<file path="src/rtl/defs_pkg.sv">
// defs_pkg: shared opcode definitions for the execute-stage alu
package defs_pkg;
   typedef enum logic [2:0] {
      ALU_ADD = 3'd0,
      ALU_SUB = 3'd1,
      ALU_AND = 3'd2,
      ALU_OR  = 3'd3,
      ALU_XOR = 3'd4,
      ALU_SLL = 3'd5,
      ALU_SRL = 3'd6,
      ALU_SLT = 3'd7
   } alu_opcode_t;
endpackage

</file>
<file path="src/rtl/alu_mul_seq.sv">
// alu_mul_seq: unsigned shift-add multiplier that sequences the shared alu, with overflow flag
module alu_mul_seq
   import defs_pkg::*;
#(
   parameter int WIDTH = 8
) (
   input  logic             clk,
   input  logic             rst,
   input  logic             start_valid,
   output logic             start_ready,
   input  logic [WIDTH-1:0] op_a,
   input  logic [WIDTH-1:0] op_b,
   output logic [WIDTH-1:0] alu_in1,
   output logic [WIDTH-1:0] alu_in2,
   output alu_opcode_t      alu_op,
   input  logic [WIDTH-1:0] alu_out,
   output logic             result_valid,
   input  logic             result_ready,
   output logic [WIDTH-1:0] result,
   output logic             result_ovf,
   output logic             busy
);
   typedef enum logic [1:0] {IDLE, RUN, DONE} state_t;
   state_t           state_q, state_d;
   logic [WIDTH-1:0] acc_q, acc_d, mcand_q, mcand_d, mplier_q, mplier_d, result_q, result_d;
   logic             ovf_q, ovf_d, result_ovf_q, result_ovf_d;
   assign start_ready  = !rst && state_q == IDLE;
   assign busy         = state_q != IDLE;
   assign result_valid = state_q == DONE;
   assign result       = result_q;
   assign result_ovf   = result_ovf_q;
   assign alu_op       = ALU_ADD;
   assign alu_in1      = state_q == RUN ? acc_q : '0;
   assign alu_in2      = state_q == RUN ? mcand_q : '0;
   // next-state: accept, one add-and-shift step per RUN cycle, hold result until consumed
   always_comb begin
      state_d      = state_q;
      acc_d        = acc_q;
      mcand_d      = mcand_q;
      mplier_d     = mplier_q;
      ovf_d        = ovf_q;
      result_d     = result_q;
      result_ovf_d = result_ovf_q;
      if (state_q == IDLE && start_valid) begin
         acc_d    = '0;
         mcand_d  = op_a;
         mplier_d = op_b;
         ovf_d    = 1'b0;
         if (op_b == '0) begin
            result_d     = '0;
            result_ovf_d = 1'b0;
            state_d      = DONE;
         end else begin
            state_d = RUN;
         end
      end else if (state_q == RUN) begin
         acc_d    = mplier_q[0] ? alu_out : acc_q;
         ovf_d    = ovf_q | (mplier_q[0] && alu_out < acc_q) | (mcand_q[WIDTH-1] & |mplier_q[WIDTH-1:1]);
         mcand_d  = mcand_q << 1;
         mplier_d = mplier_q >> 1;
         if (mplier_q[WIDTH-1:1] == '0) begin
            result_d     = acc_d;
            result_ovf_d = ovf_d;
            state_d      = DONE;
         end
      end else if (state_q == DONE && result_ready) begin
         state_d = IDLE;
      end
   end
   // state and datapath registers with synchronous reset
   always_ff @(posedge clk) begin
      if (rst) begin
         state_q      <= IDLE;
         acc_q        <= '0;
         mcand_q      <= '0;
         mplier_q     <= '0;
         ovf_q        <= 1'b0;
         result_q     <= '0;
         result_ovf_q <= 1'b0;
      end else begin
         state_q      <= state_d;
         acc_q        <= acc_d;
         mcand_q      <= mcand_d;
         mplier_q     <= mplier_d;
         ovf_q        <= ovf_d;
         result_q     <= result_d;
         result_ovf_q <= result_ovf_d;
      end
   end
endmodule

</file>
<file path="config.mk">
export PLATFORM = sky130hd
export DESIGN_NAME = alu_mul_seq
export DESIGN_NICKNAME = d
export VERILOG_FILES = /design/src/rtl/defs_pkg.sv /design/src/rtl/alu_mul_seq.sv
export SDC_FILE = /design/constraint.sdc
export NUM_CORES = 1
export LEC_CHECK = 0
export BUFFER_PORTS_ARGS = -buffer_cell sky130_fd_sc_hd__buf_2
export CORE_AREA = 2 2 78 61
export CTS_BUF_LIST = sky130_fd_sc_hd__clkbuf_8
export DETAILED_ROUTE_END_ITERATION = 10
export DIE_AREA = 0 0 80 63
export GPL_TIMING_DRIVEN = 0
export PLACE_DENSITY_LB_ADDON = 0.1
export SLEW_MARGIN = 10
export SYNTH_ARGS = -nofsm -noshare
export SYNTH_HDL_FRONTEND = slang
export SYNTH_SLANG_ARGS = --single-unit
</file>
<file path="constraint.sdc">
create_clock -name clk -period 2.5 [get_ports clk]
set_clock_uncertainty 0.05 [all_clocks]
set_input_delay 0.125 -clock clk [delete_from_list [all_inputs] [get_ports clk]]
set_output_delay 0.125 -clock clk [all_outputs]
set_load 0.02 [all_outputs]
</file>
==> flow_summary.ini <==
[run_status]
status = finished, final reports clean

[clock_network]
ctsHtreeMaxLevel = 2
cts_setup_buffers = 0
clk_pin_slew_worst_paths_ns = 0.07
cts.repair.resized = 0
clock_latency_ns = 0.29
cts_sinks = 36
cts-root-buf = clkbuf_8
cts_buffers = 5
cts_hold_buf = 0
cts_tree = yes
cts_max_path_buffers = 2

[timing]
slew_headroom = 0.6612
slew_violations = 0
finalSetupViolCount = 0
hold_violations = 0
whs_ns = 0.03128
fin_crit_sh = 0.8081
setup_tns_ns = 0
rsz0062_at_grt = no
fin_crit_ns = 2.020
tightest_slew_ns = 0.5081
fmax_mhz = 495.0

[flow_run]
cap_violations = 0

[worst_hold_path]
hold_class = input pin to flop
whs_endpoint = mcand_q[0]
hold_depth = 3
hold_start = op_a[0]

[critical_path]
crit_arrival_ns = 1.85
worst-path-buf-inv = 3
cp_slowest_cell = dfxtp_1
r2r_slack_ns = 0.78
reg2regPathDepth = 6
crit_chain = and2b_1 > buf_2 > clkbuf_1 > and2_1 > buf_2
cpMostUsedCell = buf_2
crit_type = flop to output pin
cp_top_family = buffers and inverters
start_kind = flop
cp_slowest_stage_delay_ns = 0.42
crit_path_end_kind = output pin
r2r-end = result_ovf
path_max_fanout = 10
cp.required_ns = 2.33
cp-startpoint = state_q[0]
reg2reg_from = acc_q[2]

[cells_and_area]
fillers = 460
final_common_cell = buf_2
area_delta_synth_final_pct = 24.60
final_cell_mix = buf_2, a21oi_1, dfxtp_1
final_core_util = 0.5250
drive_above_1_share = 0.2808
stdcell_count = 349
antenna_cells = 0
fin_nets = 326

[die]
die_x_um = 80
die_h_um = 63
initial_core_util = 0.4213
pin_count = 59
rows = 21
dieArea_mm2 = 0.005040
coreArea_mm2 = 0.004309

[drt]
wl_per_cell_um = 13.22
viasPerCell = 4.966
wirelength_mm = 4.615
vias = 1733
dr.first_iter.drc_count = 89
antenna_left = 0
drc = 0
firstDrtPassIters = 4

[power]
p_per_area_mw_per_mm2 = 595.0
peakVddDrop_mv = 0.2329
cellLeakagePower_nw = 0.9588

[synth]
ys_seq_area_frac = 0.3970
synth-seq-cells = 36
synthDistinctLibCells = 32
avgSynthCellArea_um2 = 7.998
ys_warn_count = 0
netlist_area_mm2 = 0.001815
syn_inst = 227

[place]
place_inst = 341
place.gp.congestion = 0.7882
hpwlAfterDp_mm = 3.450
port_buffers = 55

[global_route]
grt.total_usage = 0.1936
grt_pass1_vias = 1524
grt_pass1_wl_mm = 7.562
grt_max_degree = 12
antenna_found_initial = 0
grt-ovfl-total = 0
## flip-flops by register name (all words and copies together) (netlist names)
register,cells
acc_q,8
mcand_q,8
mplier_q,8
ovf_q,1
result,8
result_ovf,1
state_q,2
## where the power goes
group          total (W)  internal, W  switching [W]  leakage, nW
logic           0.000289     0.000112       0.000178        0.615
registers       0.000627     0.000605      0.0000217        0.293
clock network   0.000430     0.000220       0.000210       0.0510
## worst min-delay path, stage by stage
cell and delay, ns:
buf_2 0.07, a21oi_1 0.05, nor2_1 0.08
## cell type report
| type | instances | area, um2 | share of cell area |
|---|---|---|---|
| sequential | 36 | 720.7 | 0.3186 |
| tap | 57 | 71.32 | 0.03153 |
| inverter | 9 | 33.78 | 0.01493 |
| clock inverter | 2 | 10.01 | 0.004425 |
| timing repair buffer | 55 | 275.3 | 0.1217 |
| clock buffer | 6 | 82.58 | 0.03650 |
| buffer | 19 | 111.4 | 0.04923 |
| multi-input combinational | 165 | 957.2 | 0.4231 |
## cell usage after synthesis
cell type / instances / share of area
nor2_1: 19 / 0.039
a22oi_1: 8 / 0.033
nand4_1: 1 / 0.0034
dfxtp_1: 36 / 0.40
nand3b_1: 1 / 0.0041
nor4_1: 2 / 0.0069
a211oi_1: 4 / 0.017
buf_2: 8 / 0.022
and2b_1: 1 / 0.0041
o211ai_1: 1 / 0.0041
ha_1: 7 / 0.048
a221oi_1: 1 / 0.0048
a211o_1: 1 / 0.0048
buf_6: 1 / 0.0062
o31ai_1: 1 / 0.0041
buf_4: 6 / 0.025
or2_1: 1 / 0.0034
and2_1: 17 / 0.059
nor3b_1: 4 / 0.017
nand3_1: 9 / 0.025
nor4_2: 1 / 0.0069
nand2_1: 23 / 0.048
o21ai_0: 2 / 0.0055
a21oi_1: 38 / 0.10
or2_2: 1 / 0.0034
conb_1: 1 / 0.0021
inv_1: 9 / 0.019
nor3_1: 9 / 0.025
nand2_2: 1 / 0.0034
clkbuf_1: 4 / 0.0083
mux2i_1: 8 / 0.044
nor2_2: 1 / 0.0034
## kinds of logic (layout without fill, tap and decap cells)
family | after synthesis | after routing | synth area share
AO/OA/AOI/OAI | 56 | 56 | 0.1778
adder cells (fa/ha/maj) | 7 | 7 | 0.04824
buffers and inverters | 28 | 91 | 0.07994
flip-flops | 36 | 36 | 0.3970
multiplexers | 8 | 8 | 0.04411
other | 1 | 3 | 0.002066
AND/OR/NAND/NOR | 91 | 91 | 0.2509
## per-stage QoR
stage,instance area (um2),worst slack (ns),power [W]
2_1_floorplan,1823,0.9345,0.0008354
3_3_place_gp,2170,0.7856,0.0009302
6_report,2262,0.4797,0.001346
3_5_place_dp,2170,0.7599,0.0009303
4_1_cts,2262,0.4594,0.001361
5_1_grt,2262,0.2969,0.001431
## worst max-delay path by stage
stage	slack (ns)	depth (start not counted)	to
5_1_grt	0.30	5	alu_in1[2]
3_5_place_dp	0.76	6	result_ovf
3_3_place_gp	0.79	6	result_ovf
2_1_floorplan	0.93	6	result_ovf
6_report	0.48	5	alu_in1[3]
4_1_cts	0.46	5	alu_in1[1]
## per-layer routing
| metal | track usage | part of all wire | wire length (um) | vias up |
|---|---|---|---|---|
| met5 | 0 | 0 | 0 | - |
| met4 | 0.06356 | 0.0085 | 39 | 0 |
| met3 | 0.04191 | 0.057 | 264 | 4 |
| met2 | 0.2646 | 0.40 | 1861 | 52 |
| met1 | 0.2965 | 0.53 | 2450 | 777 |
| li1 | - | - | - | 900 |
No activity file was read; power rests on OpenSTA's default activity.
